## src/rtl/synaptic_mem_pkg.sv

```systemverilog
// Shared types and helpers for the synaptic weight memory.
// Holds the controller state encoding and the clamping function used by the update adder.
package synaptic_mem_pkg;

    typedef enum logic {
        CLEAR,
        RUN
    } mem_state_t;

    // Clamps a signed value to the range of a width-bit two's-complement number.
    function automatic logic signed [63:0] sat_clamp(input logic signed [63:0] value,
                                                     input int width);
        logic signed [63:0] hi;
        logic signed [63:0] lo;
        hi = (64'sd1 <<< (width - 1)) - 64'sd1;
        lo = -(64'sd1 <<< (width - 1));
        if (value > hi) begin
            return hi;
        end
        if (value < lo) begin
            return lo;
        end
        return value;
    endfunction

endpackage

```

## src/rtl/weight_sat_add.sv

```systemverilog
// Saturating weight adder: old weight plus sign-extended delta, clamped to the weight range.
// The sum is formed one bit wider than the weight so overflow is never lost before clamping.
module weight_sat_add
    import synaptic_mem_pkg::*;
#(
    parameter int WEIGHT_WIDTH = 8,
    parameter int DELTA_WIDTH  = 8
) (
    input  logic signed [WEIGHT_WIDTH-1:0] old_weight,
    input  logic signed [DELTA_WIDTH-1:0]  delta,
    output logic signed [WEIGHT_WIDTH-1:0] sum,
    output logic                           sat
);

    logic signed [WEIGHT_WIDTH:0] wide_sum;
    logic signed [63:0]           clamped;

    always_comb begin
        wide_sum = (WEIGHT_WIDTH + 1)'(old_weight) + (WEIGHT_WIDTH + 1)'(delta);
        clamped  = sat_clamp(64'(wide_sum), WEIGHT_WIDTH);
        sum      = clamped[WEIGHT_WIDTH-1:0];
        sat      = (clamped != 64'(wide_sum));
    end

endmodule

```

## src/rtl/synaptic_weight_mem.sv

```systemverilog
// Synaptic weight store: host loads, pipelined spike lookups and saturating learning updates.
// A clear sweep zeroes every word after reset or on request before normal operation resumes.
module synaptic_weight_mem
    import synaptic_mem_pkg::*;
#(
    parameter  int NUM_ENTRIES  = 256,
    parameter  int WEIGHT_WIDTH = 8,
    parameter  int DELTA_WIDTH  = 8,
    localparam int AW           = $clog2(NUM_ENTRIES)
) (
    input  logic                           clk,
    input  logic                           rst,
    input  logic                           host_we,
    input  logic [AW-1:0]                  host_addr,
    input  logic signed [WEIGHT_WIDTH-1:0] host_wdata,
    input  logic                           rd_en,
    input  logic [AW-1:0]                  rd_addr,
    output logic                           rd_valid,
    output logic signed [WEIGHT_WIDTH-1:0] rd_data,
    input  logic                           upd_en,
    input  logic [AW-1:0]                  upd_addr,
    input  logic signed [DELTA_WIDTH-1:0]  upd_delta,
    output logic                           upd_ready,
    output logic                           sat_pulse,
    output logic                           busy,
    input  logic                           clear_req
);

    logic signed [WEIGHT_WIDTH-1:0] mem [NUM_ENTRIES];

    mem_state_t                     state;
    mem_state_t                     state_next;
    logic [AW-1:0]                  clr_cnt;
    logic                           clr_last;

    logic                           upd_accept;
    logic                           run_read;
    logic signed [WEIGHT_WIDTH-1:0] s1_old;

    logic                           s2_valid;
    logic [AW-1:0]                  s2_addr;
    logic signed [WEIGHT_WIDTH-1:0] s2_old;
    logic signed [DELTA_WIDTH-1:0]  s2_delta;
    logic signed [WEIGHT_WIDTH-1:0] s2_sum;
    logic                           s2_sat;
    logic                           s2_write;

    weight_sat_add #(
        .WEIGHT_WIDTH(WEIGHT_WIDTH),
        .DELTA_WIDTH (DELTA_WIDTH)
    ) u_sat_add (
        .old_weight(s2_old),
        .delta     (s2_delta),
        .sum       (s2_sum),
        .sat       (s2_sat)
    );

    assign clr_last = (clr_cnt == AW'(NUM_ENTRIES - 1));

    always_comb begin
        state_next = state;
        busy       = 1'b0;
        upd_ready  = 1'b0;
        case (state)
            CLEAR: begin
                busy = 1'b1;
                if (clr_last) begin
                    state_next = RUN;
                end
            end
            RUN: begin
                upd_ready = !host_we;
                if (clear_req) begin
                    state_next = CLEAR;
                end
            end
            default: state_next = CLEAR;
        endcase
    end

    // A host write to the same address wins over the stage-2 update; an accepted update can
    // never coincide with a host write, so stage 1 only needs to forward the stage-2 result.
    always_comb begin
        upd_accept = upd_en && upd_ready;
        run_read   = (state == RUN) && rd_en && !clear_req;
        s2_write   = s2_valid && !(host_we && (host_addr == s2_addr));
        if (s2_write && (s2_addr == upd_addr)) begin
            s1_old = s2_sum;
        end else begin
            s1_old = mem[upd_addr];
        end
    end

    always_ff @(posedge clk or posedge rst) begin
        if (rst) begin
            state   <= CLEAR;
            clr_cnt <= '0;
        end else begin
            state <= state_next;
            if (state == CLEAR && !clr_last) begin
                clr_cnt <= clr_cnt + 1'b1;
            end else begin
                clr_cnt <= '0;
            end
        end
    end

    // Entering the sweep drops anything accepted in the same cycle along with its lookup.
    always_ff @(posedge clk or posedge rst) begin
        if (rst) begin
            s2_valid  <= 1'b0;
            s2_addr   <= '0;
            s2_old    <= '0;
            s2_delta  <= '0;
            rd_valid  <= 1'b0;
            rd_data   <= '0;
            sat_pulse <= 1'b0;
        end else begin
            s2_valid  <= upd_accept && !clear_req;
            sat_pulse <= s2_write && s2_sat;
            rd_valid  <= run_read;
            if (upd_accept) begin
                s2_addr  <= upd_addr;
                s2_old   <= s1_old;
                s2_delta <= upd_delta;
            end
            if (run_read) begin
                rd_data <= mem[rd_addr];
            end
        end
    end

    always_ff @(posedge clk) begin
        if (state == CLEAR) begin
            mem[clr_cnt] <= '0;
        end else begin
            if (s2_write) begin
                mem[s2_addr] <= s2_sum;
            end
            if (host_we) begin
                mem[host_addr] <= host_wdata;
            end
        end
    end

endmodule
```

## config.mk

```make
export PLATFORM = sky130hd
export DESIGN_NAME = synaptic_weight_mem
export DESIGN_NICKNAME = d
export VERILOG_FILES = /design/src/rtl/synaptic_mem_pkg.sv /design/src/rtl/weight_sat_add.sv /design/src/rtl/synaptic_weight_mem.sv
export SDC_FILE = /design/constraint.sdc
export NUM_CORES = 2
export LEC_CHECK = 0
export BUFFER_PORTS_ARGS = -buffer_cell sky130_fd_sc_hd__buf_2
export CAP_MARGIN = 20
export CORE_MARGIN = 2
export CORE_UTILIZATION = 45
export DETAILED_ROUTE_END_ITERATION = 7
export GPL_ROUTABILITY_DRIVEN = 0
export HOLD_SLACK_MARGIN = 0.12
export SETUP_SLACK_MARGIN = 0.02
export SKIP_CTS_REPAIR_TIMING = 1
export SLEW_MARGIN = 20
export SYNTH_ARGS = -nofsm -noshare
export SYNTH_HDL_FRONTEND = slang
export SYNTH_HIERARCHICAL = 1
export SYNTH_SLANG_ARGS = --single-unit
```

## constraint.sdc

```tcl
create_clock -name clk -period 3.5 [get_ports clk]
set_input_delay 0.7 -clock clk [delete_from_list [all_inputs] [get_ports clk]]
set_output_delay 0.7 -clock clk [all_outputs]
set_load 0.02 [all_outputs]
```

# [Word-level counts from Yosys, hierarchy flattened]
# Memories as Yosys holds them, arrays and structs flattened. A register that Yosys moved wholly into a read port is not among the register bits.
# Index checks and enable logic that the tools add are counted.
[word_totals] inputBits=46 ff_bits=28 out_inout_bits=12 mem_bits_rw=2048 n_memories=1 wordCells=51
[mem_list] memory="mem" depth=256 width=8 rd=2 rd_ports_with_merged_regs=2 wr=2 line="synaptic_weight_mem.sv:29" source="logic signed [WEIGHT_WIDTH-1:0] mem [NUM_ENTRIES];"
[op_classes] n_addsub=2 bitwise=1 n_lt_le_gt_ge=2 mux=22 eq_ne=3 n_reduce_logical=13
[ops] op="$mux W64" n=4
[ops] op="$ne A64 B9 Y1" n=1
[ops] op="$mux W8" n=3
[ops] op="$mux W1" n=14
[ops] op="$add A8 B8 Y9" n=1
[ops] op="$gt A9 B8 Y1 const B" n=1
[ops] op="$lt A9 B8 Y1 const B" n=1
[ops] op="$add A8 B1 Y8 const B" n=1
[ops] op="$eq A8 B8 Y1" n=1
[ops] op="$eq A8 B8 Y1 const B" n=1
[ops] op="$logic_and A1 B1 Y1" n=8
[ops] op="$reduce_or A8 Y1" n=1
[ops] op="$logic_not A1 Y1" n=4
[ops] op="$pmux W1 S2" n=1
[ops] op="$not A1 Y1" n=1

# [Depth between registers and ports, before layout]
[logic_depth] word_depth=9 ltp_mapped=13 depth_no_buf=9

# [Hierarchy]
# Netlist, hierarchy kept.
[by_module_without_submodules] mod="synaptic_weight_mem" area_per_inst_um2=120723.3 n_inst=1 seq_area_each_um2=62600.0 cells_per_inst=10422
[by_module_without_submodules] mod="weight_sat_add" area_per_inst_um2=429.2 n_inst=1 seq_area_each_um2=0.0 cells_per_inst=55

# [Worst setup path after synthesis]
# No wires, ideal clock.
[synth_timing] kind="input-to-reg" startpoint="input port host_addr[3]" endpoint="memory mem[115][0] (enable)" setup_ns=0.376 t_required_ns=3.124 path_buffers=3 arrival_time_ns=3.029 path_slack_ns=0.095 cell_stages=11 path_cell_list="buf_2 -> xnor2_1 -> nand3_1 -> o31a_1 -> buf_6 -> or3_1 -> o31ai_1 -> and2_4 -> nand2_4 -> buf_2 -> o22ai_1"
[synth_lines] item="start, declared" line="synaptic_weight_mem.sv:14" source="input logic [AW-1:0] host_addr,"
[synth_lines] item="end, declared" line="synaptic_weight_mem.sv:29"

==> results.sh <==
export IMPL_holdPathStages=3
export IMPL_start_util_pct=45.2
export IMPL_violations="design-rule violations, negative setup slack"
export IMPL_antenna_found_initial=41
export IMPL_drive_gt1_share_pct=25.2
export IMPL_layoutNonFillerInstCount=14600
export IMPL_reg2reg_from="s2_addr[4]"
export IMPL_drv_cap=0
export IMPL_final_common_cell="nand2_1"
export IMPL_fin_ws_ns=-0.00543
export IMPL_end_kind="flop"
export IMPL_worstPathArrival_ns=4.11
export IMPL_timing_rr_end="mem[0][1]"
export IMPL_maxSlewHeadroom_pct=16.6
export IMPL_synth_simple_area_share_pct=9.79
export IMPL_synth_edf_count=2048
export IMPL_ant_nets=0
export IMPL_syn_to_final_growth_pct=17.1
export IMPL_placedInstanceArea_sq_um=134000
export IMPL_vias_per_cell=6.79
export IMPL_insertion_delay_ns=0.97
export IMPL_grt_max_degree=79
export IMPL_synth_async_sr_flop_share_pct=2.10
export IMPL_cts_tree="yes"
export IMPL_ys_flop_type="edfxtp_1"
export IMPL_yosys_register_bits=2092
export IMPL_period_share_pct=100
export IMPL_drt_iter0_drc=18200
export IMPL_grt_pass1_wl_mm=699
export IMPL_finalSetupTns_ns=-0.0333
export IMPL_yosysWarnings=6
export IMPL_vias=99300
export IMPL_core_area_sq_um=268000
export IMPL_synth_mux_area_fraction_pct=21.1
export IMPL_dp_cells=14100
export IMPL_final_hold_viol_count=0
export IMPL_start_kind="flop"
export IMPL_synth_compound_area_share_pct=12.9
export IMPL_synth_xor_area_share_pct=0.202
export IMPL_drc_errors=9
export IMPL_grt_overflow=0
export IMPL_rows=190
export IMPL_nets=10900
export IMPL_final_cell_area_sq_um=142000
export IMPL_fmax_ghz=0.285
export IMPL_fillers=22100
export IMPL_synth_cell_type_count=72
export IMPL_rr_worst_depth=11
export IMPL_port_buffers=57
export IMPL_synth_avg_cell_area_sq_um=11.6
export IMPL_clk_pin_slew_ns=0.06
export IMPL_htreeDepth=4
export IMPL_power_density_nw_per_um2=429
export IMPL_cts_sinks=2092
export IMPL_final_max_slew_viol_count=0
export IMPL_ir_worst_vdd_mv=0.462
export IMPL_io_pins=58
export IMPL_layout_common_cells="2,325 x nand2_1, 2,079 x o21ai_0, 2,048 x edfxtp_1"
export IMPL_path_max_fanout=8
export IMPL_whs_endpoint="s2_addr[5]"
export IMPL_clockBufferDepth=4
export IMPL_critical_path_required_ns=4.11
export IMPL_dr_pass1_iters=8
export IMPL_cts_buffers=236
export IMPL_grt_usage_pct=35.9
export IMPL_syn_inst=10500
export IMPL_power_leakage_uw=0.0516
export IMPL_clock_skew_ns=0.0976
export IMPL_fp_dieArea_sq_um=273000
export IMPL_rsz0062_at_grt="no"
export IMPL_min_path_type="input pin to flop"
export IMPL_die_w_um=523
export IMPL_synth_top_family_by_area="multiplexers"
export IMPL_setup_viol=8
export IMPL_syn_nets=10500
export IMPL_synth_fa_ha_area_share_pct=0.109
export IMPL_wl_mm=499
export IMPL_clockRootBuffer="clkbuf_16"
export IMPL_hp_start="upd_addr[5]"
export IMPL_worstMarginPinSlew_ns=1.24
export IMPL_hpwl_mm=350
export IMPL_grt_pass1_vias=91800
export IMPL_ys_seq_area_share_pct=51.7
export IMPL_routedWlPerCell_um=34.1
export IMPL_fin_crit_ns=3.51
export IMPL_critPathKind="flop to flop"
export IMPL_die_h_um=523
export IMPL_synth_area_sq_um=121000
export IMPL_regToRegSetupSlack_ns=-0.005
export IMPL_status="finished with violations"
power by group:
group          internal, uW  switching [uW]  total, uW
sequential            27500             253      27700
combinational          2520            4800       7330
clock                 15000           10900      25900
total                 44900           16000      60900
state kept, by name (all words and copies together), names as in the netlist:
name and cells:
rd_valid 1, s2_valid 1, clr_cnt 8, s2_delta 8
s2_addr 8, sat_pulse 1, state 1, mem 2048
rd_data 8, s2_old 8
final cells by class:
| type | count | area (sq um) | share of cell area, % |
|---|---|---|---|
| repair buffers | 1359 | 13300 | 9.39 |
| diodes | 23 | 57.6 | 0.0406 |
| flip-flops and latches | 2092 | 62600 | 44.1 |
| well taps | 3552 | 4440 | 3.13 |
| multi-input cells | 7148 | 53600 | 37.8 |
| inverters | 15 | 56.3 | 0.0397 |
| clock buffers | 272 | 6070 | 4.28 |
| clock inverters | 155 | 1730 | 1.22 |
kinds of logic (layout without fill, tap and decap cells):
family | Yosys count | count (layout)
adders and majority gates | 10 | 10
xor gates and xnor gates | 28 | 28
muxes | 1322 | 1322
buffers and inverters | 1237 | 1801
DFF | 2092 | 2092
other | 0 | 23
AOI/OAI and AO/OA | 2814 | 2814
and+or+nand+nor | 2974 | 2974
metal layers:
metal  global-route usage [%]  share of wire, %  up-vias
met1                     46.4                34    48400
met2                     51.1                42     8589
met3                     14.2                17     1666
met4                     21.0               7.2       34
li1                         -                 -    40600
met5                   0.0693             0.057        -
synth_stat cells, types with 51 or more instances:
cell | instances | area share (%)
buf_1 | 51 | 0.16
buf_2 | 179 | 0.74
clkbuf_1 | 919 | 2.8
nor2_1 | 305 | 0.94
buf_4 | 60 | 0.37
o21ai_0 | 2079 | 8.6
nand3_1 | 103 | 0.43
mux4_2 | 982 | 18
o22ai_1 | 275 | 1.4
mux2i_1 | 320 | 2.6
edfxtp_1 | 2048 | 51
nand4_1 | 57 | 0.29
a221oi_1 | 56 | 0.40
a21oi_1 | 89 | 0.37
nand2_1 | 2345 | 7.3
a22oi_1 | 173 | 1.1
how the worst max path moves through the flow:
| stage | startpoint | end | depth (start not counted) |
|---|---|---|---|
| after floorplan | host_addr[3] | mem[115][0] | 11 |
| after global placement | upd_addr[1] | s2_old[7] | 10 |
| after detailed placement | upd_addr[1] | s2_old[3] | 13 |
| after CTS | s2_old[0] | mem[144][4] | 11 |
| after global routing | s2_addr[4] | mem[70][2] | 11 |
| final | s2_addr[4] | mem[0][1] | 11 |
worst max-delay path, stage by stage (launching register included):
cell     delay, ns
dfrtp_1       0.47
xnor2_1       0.33
nand4_1       0.14
buf_4         0.18
o31a_1        0.34
or3_1         0.34
o31ai_1       0.20
nor2b_4       0.31
buf_4         0.18
nand2_1       0.22
o22ai_1       0.21
buf_4         0.21
stage by stage:
stage / power (uW) / util (%) / hold WS (ns) / setup WS [ns]
after floorplan: 31500 / - / 0.450 / 0.0951
final: 60900 / 53.0 / 0.224 / -0.00543
after global routing: 61800 / 52.9 / 0.237 / 0.0105
after detailed placement: 35100 / 49.9 / 0.477 / -0.449
after CTS: 60400 / 52.8 / -0.0255 / -0.0183
after global placement: 35100 / 49.9 / 0.467 / -0.487
(Power assumes the default switching activity.)
